$ cat config.mk
export PLATFORM = sky130hd
export DESIGN_NAME = rfblackwidow_fill_arb
export DESIGN_NICKNAME = d
export VERILOG_FILES = /design/src/rtl/rfblackwidow_fill_arb_pkg.sv /design/src/rtl/rfblackwidow_fill_arb_line_asm.sv /design/src/rtl/rfblackwidow_fill_arb.sv
export SDC_FILE = /design/constraint.sdc
export NUM_CORES = 2
export LEC_CHECK = 0
export BUFFER_PORTS_ARGS = -buffer_cell sky130_fd_sc_hd__buf_2
export CAP_MARGIN = 30
export CELL_PAD_IN_SITES_DETAIL_PLACEMENT = 1
export CELL_PAD_IN_SITES_GLOBAL_PLACEMENT = 1
export CORE_AREA = 2 2 564 566
export DETAILED_ROUTE_END_ITERATION = 7
export DIE_AREA = 0 0 566 568
export GPL_ROUTABILITY_DRIVEN = 0
export PLACE_DENSITY = 0.47
export SETUP_SLACK_MARGIN = 0.2
export SLEW_MARGIN = 20
export SYNTH_ARGS = -nofsm -noshare
export SYNTH_HDL_FRONTEND = slang
export SYNTH_HIERARCHICAL = 1
export SYNTH_SLANG_ARGS = --single-unit
$ cat constraint.sdc
create_clock -name clk_i -period 3.4 [get_ports clk_i]
set_input_delay 0.68 -clock clk_i [delete_from_list [all_inputs] [get_ports clk_i]]
set_output_delay 0.68 -clock clk_i [all_outputs]
set_load 0.01 [all_outputs]
$ cat src/rtl/rfblackwidow_fill_arb_pkg.sv
// Shared definitions for the BlackWidow L1 line-fill arbiter.
// Line sizes of both L1 caches, the memory beat width, the beat counts
// derived from them, and the fill sequencer state type.
package rfblackwidow_fill_arb_pkg;

    localparam int L1I_LINE_SIZE = 672;
    localparam int L1D_LINE_SIZE = 512;
    localparam int BUS_WID_C     = 128;

    // Round up: the I-line is padded to a whole number of beats.
    localparam int IBEATS_C = (L1I_LINE_SIZE + BUS_WID_C - 1) / BUS_WID_C;
    localparam int DBEATS_C = (L1D_LINE_SIZE + BUS_WID_C - 1) / BUS_WID_C;

    localparam int BEAT_W = 3;

    localparam logic GNT_I = 1'b1;
    localparam logic GNT_D = 1'b0;

    typedef enum logic [1:0] {
        IDLE  = 2'd0,
        IFILL = 2'd1,
        DFILL = 2'd2,
        DONE  = 2'd3
    } fill_state_t;

endpackage

$ cat src/rtl/rfblackwidow_fill_arb_line_asm.sv
// Beat-indexed line assembly register.
// Ports:
//   clk, rst  clock and synchronous active-high reset (clears the line)
//   we        write enable for one beat
//   slot      beat index; slot 0 lands in the LSBs
//   din       one bus beat
//   line      assembled line
module rfblackwidow_fill_arb_line_asm
    import rfblackwidow_fill_arb_pkg::*;
#(
    parameter int LINE_W = 512,
    parameter int BUS_W  = BUS_WID_C,
    parameter int SLOT_W = BEAT_W
) (
    input  logic              clk,
    input  logic              rst,
    input  logic              we,
    input  logic [SLOT_W-1:0] slot,
    input  logic [BUS_W-1:0]  din,
    output logic [LINE_W-1:0] line
);

    always_ff @(posedge clk) begin
        if (rst) begin
            line <= '0;
        end else if (we) begin
            line[int'(slot)*BUS_W +: BUS_W] <= din;
        end
    end

endmodule

$ cat src/rtl/rfblackwidow_fill_arb.sv
// Cache-line fill arbiter/sequencer for the BlackWidow L1 I and D caches.
// Grants one miss at a time (round-robin on ties), bursts the line in over
// the Wishbone-style memory port and returns it with a one-cycle ack.
// Ports:
//   clk_i, rst_i                 clock, synchronous active-high reset
//   imiss_req/imiss_adr          I-cache miss request and address
//   imiss_ack/iline_o            I-line return pulse and 672-bit line
//   dmiss_req/dmiss_adr          D-cache miss request and address
//   dmiss_ack/dline_o            D-line return pulse and 512-bit line
//   fill_err                     qualifies the ack: fill was aborted
//   cyc_o/stb_o/adr_o            memory bus cycle, strobe, beat address
//   ack_i/err_i/dat_i            memory bus beat ack, error, beat data
// Optional build macro RFBW_FILL_TIMEOUT_EN: aborts a fill after TMO
// consecutive cycles without a beat ack.
module rfblackwidow_fill_arb
    import rfblackwidow_fill_arb_pkg::*;
#(
    parameter int BUS_WID = BUS_WID_C,
    parameter int IBEATS  = IBEATS_C,
    parameter int DBEATS  = DBEATS_C,
    parameter int TMO     = 255
) (
    input  logic                     clk_i,
    input  logic                     rst_i,
    input  logic                     imiss_req,
    input  logic [39:0]              imiss_adr,
    output logic                     imiss_ack,
    output logic [L1I_LINE_SIZE-1:0] iline_o,
    input  logic                     dmiss_req,
    input  logic [39:0]              dmiss_adr,
    output logic                     dmiss_ack,
    output logic [L1D_LINE_SIZE-1:0] dline_o,
    output logic                     fill_err,
    output logic                     cyc_o,
    output logic                     stb_o,
    output logic [39:0]              adr_o,
    input  logic                     ack_i,
    input  logic                     err_i,
    input  logic [BUS_WID-1:0]       dat_i
);

    fill_state_t                state, state_n;
    logic [BEAT_W-1:0]          beat, beat_nxt;
    logic [39:0]                base, ibase, dbase;
    logic                       last_g, cur_g;
    logic                       grant_i, grant_d, beat_ack, abort, final_beat;
    logic                       tmo_hit;
    logic [IBEATS*BUS_WID-1:0]  iline_full;

    assign ibase    = {imiss_adr[39:7], 7'd0};
    assign dbase    = {dmiss_adr[39:6], 6'd0};
    assign beat_nxt = beat + BEAT_W'(1);

    always_comb begin
        state_n    = state;
        grant_i    = 1'b0;
        grant_d    = 1'b0;
        beat_ack   = 1'b0;
        abort      = 1'b0;
        final_beat = 1'b0;
        unique case (state)
            IDLE: begin
                // On a tie the side that did not win last time goes first.
                if (imiss_req && (!dmiss_req || last_g == GNT_D)) begin
                    grant_i = 1'b1;
                    state_n = IFILL;
                end else if (dmiss_req) begin
                    grant_d = 1'b1;
                    state_n = DFILL;
                end
            end
            IFILL, DFILL: begin
                // Error beats a simultaneous ack; an ack without strobe is ignored.
                abort      = stb_o && (err_i || tmo_hit);
                beat_ack   = stb_o && ack_i && !abort;
                final_beat = (state == IFILL) ? (beat == BEAT_W'(IBEATS - 1))
                                              : (beat == BEAT_W'(DBEATS - 1));
                if (abort || (beat_ack && final_beat)) begin
                    state_n = DONE;
                end
            end
            DONE: begin
                state_n = IDLE;
            end
            default: begin
                state_n = IDLE;
            end
        endcase
    end

    always_ff @(posedge clk_i) begin
        if (rst_i) begin
            state     <= IDLE;
            beat      <= '0;
            last_g    <= GNT_D;
            cur_g     <= GNT_D;
            cyc_o     <= 1'b0;
            stb_o     <= 1'b0;
            adr_o     <= '0;
            imiss_ack <= 1'b0;
            dmiss_ack <= 1'b0;
            fill_err  <= 1'b0;
        end else begin
            state     <= state_n;
            imiss_ack <= 1'b0;
            dmiss_ack <= 1'b0;
            fill_err  <= 1'b0;
            if (grant_i || grant_d) begin
                base  <= grant_i ? ibase : dbase;
                adr_o <= grant_i ? ibase : dbase;
                cyc_o <= 1'b1;
                stb_o <= 1'b1;
                beat  <= '0;
                cur_g <= grant_i;
            end
            if (beat_ack) begin
                beat <= beat_nxt;
                // After the last beat the bus drops, so the address just holds.
                if (!final_beat) begin
                    adr_o <= base + 40'(beat_nxt) * 40'(BUS_WID / 8);
                end
            end
            if (state_n == DONE && state != DONE) begin
                cyc_o     <= 1'b0;
                stb_o     <= 1'b0;
                fill_err  <= abort;
                imiss_ack <= cur_g;
                dmiss_ack <= !cur_g;
            end
            if (state == DONE) begin
                last_g <= cur_g;
            end
        end
    end

`ifdef RFBW_FILL_TIMEOUT_EN
    logic [7:0] tmo_cnt;

    always_ff @(posedge clk_i) begin
        if (rst_i || grant_i || grant_d) begin
            tmo_cnt <= '0;
        end else if (state == IFILL || state == DFILL) begin
            tmo_cnt <= ack_i ? 8'd0 : tmo_cnt + 8'd1;
        end
    end

    assign tmo_hit = (tmo_cnt == 8'(TMO));
`else
    logic [7:0] tmo_unused;

    assign tmo_unused = 8'(TMO);
    assign tmo_hit    = 1'b0;
`endif

    rfblackwidow_fill_arb_line_asm #(
        .LINE_W (IBEATS * BUS_WID),
        .BUS_W  (BUS_WID),
        .SLOT_W (BEAT_W)
    ) u_iline (
        .clk  (clk_i),
        .rst  (rst_i),
        .we   (beat_ack && state == IFILL),
        .slot (beat),
        .din  (dat_i),
        .line (iline_full)
    );

    rfblackwidow_fill_arb_line_asm #(
        .LINE_W (L1D_LINE_SIZE),
        .BUS_W  (BUS_WID),
        .SLOT_W (BEAT_W)
    ) u_dline (
        .clk  (clk_i),
        .rst  (rst_i),
        .we   (beat_ack && state == DFILL),
        .slot (beat),
        .din  (dat_i),
        .line (dline_o)
    );

    // Only the low 672 bits of the padded I-line are real instruction bits.
    assign iline_o = iline_full[L1I_LINE_SIZE-1:0];

    logic unused_bits;
    assign unused_bits = ^{imiss_adr[6:0], dmiss_adr[5:0],
                           iline_full[IBEATS*BUS_WID-1:L1I_LINE_SIZE]};

endmodule

==> out/qor.yml <==
sta:
  fin_crit_ns: 3.19
  slew_headroom_pct: 37.4
  tightest_slew_ns: 0.939
  max_freq_mhz: 314
  skew_ns: 0.0539
  final-setup-viol-count: 0
  rsz0062_at_grt: "no"
  fin_crit_sh_pct: 93.8
  drv_slew: 0
  hold_viol_final: 0
  setup_tns_ns: 0
power_and_ir_drop:
  power.density_nw_per_um2: 508
  leakage_nw: 31.7
  vdd_drop_max_v: 0.000331
global_routing:
  grt_max_degree: 129
  antenna_found_initial: 29
  grt_pass1_wl_mm: 409
  grt_pass1_vias: 48568
  grt-ovfl-total: 0
  track_usage_pct: 17.8
clock_network:
  tritoncts: "yes"
  clk_path_buf_depth: 4
  clock_latency_ns: 0.84
  cts-buffers-inserted: 164
  numClockSinks: 1269
  htree_num_levels: 4
  cts_hold_buf: 0
  clkTransAtPathRegs_ns: 0.06
  clock_tree.root_cell: "clkbuf_16"
detailed_routing:
  first_pass_iters: 5
  drc: 0
  wire_per_inst_um: 27.5
  viasPerCell: 4.30
  postRouteAntennaNets: 0
  vias: 46978
  drtIter0Drc: 2638
  wl_mm: 300
floorplanning:
  rows: 207
  dieWidth_um: 566
  start_util_pct: 16.2
  die_area_um2: 321000
  die_h_um: 568
  core_um2: 316000
  io_pins: 1443
hold_path:
  hold_path.class: "in2reg"
flow_run:
  drv_cap: 0
cells_and_area:
  layout_common_cells: "buf_2, dfxtp_1, mux2i_1"
  post-route-util_pct: 21.9
  nFillCells: 36815
  final_nets: 6818
  syn_to_final_growth_pct: 35.3
  layout-drive-gt1-share_pct: 29.2
  layout_commonest_cell: "buf_2"
logic_synthesis:
  yosys_warnings: 6
  synth_nets: 5559
  syn_inst: 5332
  netlist_area_um2: 51200
  avgSynthCellArea_um2: 9.61
critical_path:
  cp-end-kind: "register"
  reg2reg_from: "state[0]"
  worstSetupPathType: "reg2reg"
  start_kind: "register"
  crit_start: "state[0]"
  reg2reg_depth: 9
  worst-path-max-fanout: 40
  crit_path_end: "u_iline/line[81]"
  r2r-end: "u_iline/line[81]"
  worstPathRequired_ns: 4.09
  critical_path_arrival_ns: 3.88
  regToRegSetupSlack_ns: 0.21
placed_design:
  io_buffers: 1429
  dp_hpwl_mm: 224
outcome:
  status: "completed"
-- per-stage QoR --
step	power [mW]	hold WS, ns	area [µm²]	setup WS, ns	cells
floorplan	16.4	0.426	51200	0.300	5332
global route	36.4	0.0983	69300	0.221	10902
CTS	35.8	0.0566	69200	0.225	10897
global placement	17.4	0.439	63700	0.307	10602
finish	35.2	0.157	69300	0.211	10917
detailed placement	17.4	0.445	63700	0.224	10602
-- layout make-up --
| class | count | area, µm² | area share [%] |
|---|---|---|---|
| Timing Repair Buffer | 1626 | 9370 | 13.5 |
| Sequential cell | 1269 | 25700 | 37.2 |
| Multi-Input combinational cell | 3516 | 23300 | 33.7 |
| Inverter | 14 | 60.1 | 0.0867 |
| Clock buffer | 246 | 4850 | 7.00 |
| Tap cell | 4180 | 5230 | 7.55 |
| Antenna cell | 17 | 42.5 | 0.0614 |
| Clock inverter | 49 | 664 | 0.959 |
-- timing repair --
item                                    4_1_cts  5_1_grt
buffers inserted                              0        3
hold endpoints to repair                      0        0
endpoints found under the setup margin        0      113
resized for setup                             0        3
-- flip-flops by register name (all words and copies together) (netlist names) --
signal	count
state	2
u_iline/line	672
cur_g	1
u_dline/line	512
imiss_ack	1
dmiss_ack	1
base	34
beat	3
adr_o	40
fill_err	1
last_g	1
stb_o	1
-- per-layer routing --
metal | vias to the layer above | global-route usage (%) | share of wire, %
li1 | 21170 | - | -
met3 | 305 | 6.24 | 8.2
met4 | 12 | 5.08 | 2.8
met2 | 1548 | 29.4 | 47
met1 | 23943 | 21.7 | 42
met5 | - | 0 | 0.027
-- power by group --
part           internal, mW  total [mW]  switching (mW)
logic                 0.599        1.93            1.33
registers              15.1        15.2          0.0925
clock network          10.6        18.1            7.48
-- worst max-delay path, cell delays in order, from the launching register on --
cell and delay [ns]:
dfxtp_1 0.42, inv_1 0.13, ha_1 0.37, and4b_1 0.24, and2_4 0.25, nor4bb_2 0.42, nand3_4 0.13, buf_12 0.20
buf_12 0.41, mux2i_1 0.15
-- how the worst min path moves through the flow --
stage | slack [ns] | cells after the start | start | endpoint
6_report | 0.16 | 2 | dmiss_adr[37] | base[37]
3_5_place_dp | 0.44 | 2 | u_dline/line[418] | u_dline/line[418]
4_1_cts | 0.06 | 3 | dat_i[84] | u_iline/line[212]
2_1_floorplan | 0.43 | 1 | cur_g | dmiss_ack
3_3_place_gp | 0.44 | 2 | u_dline/line[451] | u_dline/line[451]
5_1_grt | 0.1 | 2 | dmiss_adr[37] | base[37]
No activity file was read; power rests on OpenSTA's default activity.
